**src/rtl/msu_axis_tx.sv**
```systemverilog
// msu_axis_tx: serialises one {value, end_cnt, start_cnt} load word into
// LSB-first AXI-stream beats with tkeep on the final beat and tlast.
//
// Ports:
//   clk, rst_n                 clock, async active-low reset
//   ld_valid / ld_ready        load-word handshake
//   ld_start_cnt, ld_end_cnt   T_LEN-bit counts (start is the lowest bits)
//   ld_value                   DAT_BITS-bit Montgomery-form value
//   m_axis_t*                  AXI-stream master (tvalid/tready/tdata/tkeep/tlast)
//   m_axis_xfer_size_in_bytes  constant packet size in bytes
//   busy                       packet in flight
//
// Build option: define MSU_AXIS_TX_SOP_EN to add m_axis_tsop, which is
// high on beat 0 only (qualified by tvalid).

module msu_axis_tx #(
    parameter int AXI_LEN  = 32,
    parameter int T_LEN    = 64,
    parameter int DAT_BITS = 1024
) (
    input  logic                  clk,
    input  logic                  rst_n,
    input  logic                  ld_valid,
    output logic                  ld_ready,
    input  logic [T_LEN-1:0]      ld_start_cnt,
    input  logic [T_LEN-1:0]      ld_end_cnt,
    input  logic [DAT_BITS-1:0]   ld_value,
    output logic                  m_axis_tvalid,
    input  logic                  m_axis_tready,
    output logic [AXI_LEN-1:0]    m_axis_tdata,
    output logic [AXI_LEN/8-1:0]  m_axis_tkeep,
    output logic                  m_axis_tlast,
`ifdef MSU_AXIS_TX_SOP_EN
    output logic                  m_axis_tsop,
`endif
    output logic [31:0]           m_axis_xfer_size_in_bytes,
    output logic                  busy
);

    localparam int KW         = AXI_LEN / 8;
    localparam int PKT_BITS   = DAT_BITS + 2 * T_LEN;
    localparam int PKT_BYTS   = (PKT_BITS + 7) / 8;
    localparam int BEATS      = (PKT_BYTS + KW - 1) / KW;
    localparam int SR_W       = BEATS * AXI_LEN;
    localparam int LAST_BYTES = PKT_BYTS - (BEATS - 1) * KW;
    localparam int CW         = (BEATS > 1) ? $clog2(BEATS) : 1;

    localparam logic [0:0] IDLE = 1'b0;
    localparam logic [0:0] SEND = 1'b1;

    logic [0:0]      state_q, state_d;
    logic [SR_W-1:0] sr_q, sr_d;
    logic [CW-1:0]   beat_q, beat_d;
    logic            sending;
    logic            last_beat;
    logic [KW-1:0]   keep;

    assign sending   = (state_q == SEND);
    assign last_beat = (beat_q == CW'(BEATS - 1));

    always_comb begin
        state_d = state_q;
        sr_d    = sr_q;
        beat_d  = beat_q;
        case (state_q)
            IDLE: begin
                if (ld_valid) begin
                    // Zero-extended to a whole number of beats so the
                    // padding bytes of the final beat shift out as zero.
                    sr_d    = SR_W'({ld_value, ld_end_cnt, ld_start_cnt});
                    beat_d  = '0;
                    state_d = SEND;
                end
            end
            SEND: begin
                if (m_axis_tready) begin
                    sr_d = sr_q >> AXI_LEN;
                    if (last_beat) begin
                        beat_d  = '0;
                        state_d = IDLE;
                    end else begin
                        beat_d = beat_q + 1'b1;
                    end
                end
            end
            default: state_d = IDLE;
        endcase
    end

    always_ff @(posedge clk or negedge rst_n) begin
        if (!rst_n) begin
            state_q <= IDLE;
            sr_q    <= '0;
            beat_q  <= '0;
        end else begin
            state_q <= state_d;
            sr_q    <= sr_d;
            beat_q  <= beat_d;
        end
    end

    // Only the low LAST_BYTES bytes of the final beat are real packet data.
    always_comb begin
        keep = '0;
        for (int i = 0; i < KW; i++) begin
            keep[i] = sending && (!last_beat || (i < LAST_BYTES));
        end
    end

    always_comb begin
        m_axis_tdata = '0;
        for (int i = 0; i < KW; i++) begin
            m_axis_tdata[i*8 +: 8] = keep[i] ? sr_q[i*8 +: 8] : 8'h00;
        end
    end

    // All beat fields decode from registered state only, so they cannot
    // depend on tready and stay put while the sink stalls.
    assign m_axis_tkeep  = keep;
    assign m_axis_tvalid = sending;
    assign m_axis_tlast  = sending && last_beat;
    assign ld_ready      = (state_q == IDLE);
    assign busy          = sending;
    assign m_axis_xfer_size_in_bytes = 32'(PKT_BYTS);

`ifdef MSU_AXIS_TX_SOP_EN
    assign m_axis_tsop = sending && (beat_q == '0);
`endif

endmodule

```
**config.mk**
```make
export PLATFORM = sky130hd
export DESIGN_NAME = msu_axis_tx
export DESIGN_NICKNAME = d
export VERILOG_FILES = /design/src/rtl/msu_axis_tx.sv
export SDC_FILE = /design/constraint.sdc
export NUM_CORES = 2
export LEC_CHECK = 0
export ABC_AREA = 1
export BUFFER_PORTS_ARGS = -buffer_cell sky130_fd_sc_hd__buf_2
export CAP_MARGIN = 30
export CORE_AREA = 3 3 472 474
export DETAILED_ROUTE_END_ITERATION = 8
export DIE_AREA = 0 0 475 477
export SLEW_MARGIN = 40
export SYNTH_ARGS = -nofsm -noshare
export SYNTH_HDL_FRONTEND = slang
export SYNTH_SLANG_ARGS = --single-unit
export TNS_END_PERCENT = 20
```
**constraint.sdc**
```tcl
create_clock -name clk -period 2.4 [get_ports clk]
set_input_delay 0.36 -clock clk [delete_from_list [all_inputs] [get_ports clk]]
set_output_delay 0.36 -clock clk [all_outputs]
set_load 0.05 [all_outputs]
```
==> metrics.md <==
| Metric | Value |
|---|---|
| Status | `finished clean` |
| Largest net degree at the start of global routing | `between 150 and 200` |
| Hold Path Class | `in -> reg` |
| Synthesized area | `52200 sq um` |
| CP required | `2.04 ns` |
| Worst Hold End | `busy` |
| FF-to-FF setup slack | `approximately 0.24 ns` |
| Post-synth cell types | `21` |
| Die W | `around 480 microns` |
| Fraction of layout cells with a size suffix above 1 | `18.7%` |
| Worst clock skew | `0.0264 ns` |
| Final Cycle Share | `96.1%` |
| Core Rows | `172` |
| Setup crit end kind | `primary output` |
| Final setup vio count | `0` |
| Crit Path Category | `reg -> out` |
| Worst-case clock buffer depth | `3` |
| Total number of vias | `55.7k` |
| FF-to-FF End | `sr_q[921]` |
| Drt first pass iters | `8` |
| Worst reg-to-reg path cell count | `9` |
| Arrival time worst endpoint | `1.95 ns` |
| Register Area | `slightly below 30000 sq um` |
| Sequential-to-total area share from yosys stat | `55.6%` |
| Vias per inst | `4.80` |
| Util after Layout | `35.9%` |
| First-pass GRT wire length | `360 mm` |
| Vias in the first global route | `55.6k` |
| Post-Place Cell Area | `61600 sq um` |
| WHS | `~0.12 ns` |
| Final Hold Fails | `0` |
| IO Pins | `1228` |
| H-tree levels | `4` |
| CTS tree | `yes` |
| Psw | `~18000 uW` |
| # clock sinks | `1159` |
| Max cap viols | `0` |
| Leak | `0.0359 uW` |
| RSZ-0062 raised after global routing | `true` |
| Setup TNS | `0 ns` |
| Num CTS Buffers | `139` |
| Cell taking the most area after synthesis | `dfrtp_1` |
| Critical hold path startpoint | `m_axis_tready` |
| Worst-Margin Slew | `0.894 ns` |
| DR WL/cell | `21.5 microns` |
| Area grow syn2layout | `50.8%` |
| Slew Viols, Final | `0` |
| Initial antenna violation count | `73` |
| Syn. warnings | `0` |
| Layout Nets | `9723` |
| Highest clock rate | `around 0.43 GHz` |
| Gate count of the mapped netlist | `~6.4k` |
| Clk Latency, worst-skew pair | `0.77 ns` |
| Root Buffer | `clkbuf_16` |
| Starting Density | `23.8%` |
| Clock network power share | `37.6%` |
| Int Pwr | `40800 uW` |
| WHS Path Cells | `4` |
| Top cells by area, synth | `dfrtp_1 (56%), nand2_1 (17%), a31oi_1 (13%)` |
| Tot GR Track Use | `between 20% and 30%` |
| Post-route ant nets | `0` |
| Switching Share | `30.3%` |
| Setup crit start kind | `register` |
| Slew headroom | `40.4%` |
| Comb pwr share | `18.9%` |
| Die H | `477 microns` |
| Filler cell count | `22.0k` |
| Max Fanout on Critical Path | `7` |
| #FFs+latches synth | `1159` |
| Finished Cell Area | `78700 sq um` |
| Final HPWL from detailed placement | `178 mm` |
| PD cells | `745 nW/um^2` |
| GP Congestion | `0.950` |
| FF-to-FF Start | `busy` |
| Die ar. | `227000 sq um` |
| Core box area | `219000 sq um` |
| Global route overflow | `0` |
| Post-synth top area share | `55.6%` |
| Final Non-Filler Cells | `around 12k` |
| Dpl cells | `between 10k and 15k` |
| DRC | `0` |
| Clk pin slew, worst setup/hold paths | `0.06 ns` |
| Mean Syn Cell Area | `8.15 sq um` |
| Wirelength, routed | `approximately 250 mm` |
| Sequential share of power | `43.5%` |
| Multi-input logic area | `~20000 sq um` |
| Port Buffers | `1195` |
| Iteration-0 DRC Markers | `4879` |
| Peak VDD IR | `0.524 mV` |
| Crit path time final | `around 2.3 ns` |
## kinds of logic after synthesis
| group | after synthesis | share of synthesized area [%] |
|---|---|---|
| other cells | 2 | 0.0144 |
| fa+ha+maj | 1 | 0.0240 |
| flops | 1159 | 55.6 |
| compound gates | 1125 | 13.5 |
| buf+inv | 591 | 5.42 |
| simple gates | 3522 | 25.4 |
## flip-flops by register name, indices dropped and copies added (netlist names)
| name | count |
|---|---|
| beat_q | 6 |
| busy | 1 |
| sr_q | 1152 |
## per-layer routing
layer | vias to the layer above | track usage [%] | share of wire, % | wire [microns]
li1 | 25500 | - | - | -
met1 | 26700 | 26.0 | 39 | 98400
met2 | 2794 | 34.0 | 46 | 115000
met3 | 687 | 3.87 | 7.2 | 17900
met4 | 8 | 13.8 | 7.3 | 18300
met5 | - | 0 | 0.020 | 49
## metrics by stage
step | setup slack (ns) | total power (uW)
floorplan | 0.0250 | 30100
global placement | 0.431 | 34700
global route | -0.0308 | 61200
CTS | -0.0452 | 58900
detailed placement | 0.415 | 35000
finish | 0.0935 | 58600
## cell usage after synthesis, drive strengths merged
master and count:
nand4 2, clkbuf 196, a31oi 1120, nor3 1, nand2 2356, inv 41
buf 354, nor2 1126, a21oi 1, a22o 1, conb 2, o21ai 2
dfrtp 1159, o21bai 1, ha 1, or2 1, nand3 36
## critical path, stage by stage (launching register included)
cell	delay, ns
dfrtp_4	0.49
buf_12	0.16
buf_8	0.13
clkbuf_16	0.15
nand2_2	0.07
inv_2	0.04
buf_6	0.14
## final cells by class
| class | instances | area share [%] |
|---|---|---|
| multi-input cells | 4680 | 26.0 |
| well taps | 2871 | 4.57 |
| repair buffers | 2545 | 26.2 |
| flip-flops and latches | 1159 | 36.9 |
| clock inverters | 36 | 0.701 |
| diodes | 69 | 0.219 |
| inverters | 41 | 0.205 |
| clock buffers | 204 | 5.25 |
## worst max-delay path by stage
stage,start,endpoint,slack [ns],cells after the start
finish,busy,m_axis_tdata[16],0.09,6
detailed placement,m_axis_tready,sr_q[921],0.41,8
global route,busy,m_axis_tdata[16],-0.03,6
floorplan,busy,m_axis_tlast,0.03,5
CTS,beat_q[1],m_axis_tlast,-0.05,4
global placement,m_axis_tready,sr_q[931],0.43,8
## repair_timing
item / 4_1_cts / 5_1_grt
cloned: 6 / 2
setup endpoints to repair: 40 / 25
setup buffers: 7 / 9
gates resized for setup: 89 / 15
endpoints found under the hold margin: 1498 / 1
hold buffers: 1152 / 1
pin swaps: 0 / 1
## cell usage in the layout (no fill, tap or decap), drive strengths merged
cell	synthesis	final
nand2	2356	2356
buf	354	1384
dfrtp	1159	1159
dlygate4sd3	0	1153
nor2	1126	1126
a31oi	1120	1120
clkbuf	196	206
diode	0	69
inv	41	50
nand3	36	36
conb	2	32
clkinv	0	15
bufinv	0	9
bufbuf	0	6
clkinvlp	0	3
o21ai	2	2
nand4	2	2
or2	1	1
nor3	1	1
a21oi	1	1
a22o	1	1
o21bai	1	1
ha	1	1
## power by group through the flow
stage | Combinational (uW) | Clock, uW | Sequential [uW]
floorplan | 5540 | 0 | 24500
global placement | 9080 | 0 | 25700
detailed placement | 9230 | 0 | 25700
CTS | 11000 | 22500 | 25400
global route | 12200 | 23200 | 25800
finish | 11100 | 22000 | 25500
Note: power is estimated with default switching activity, not from simulation.
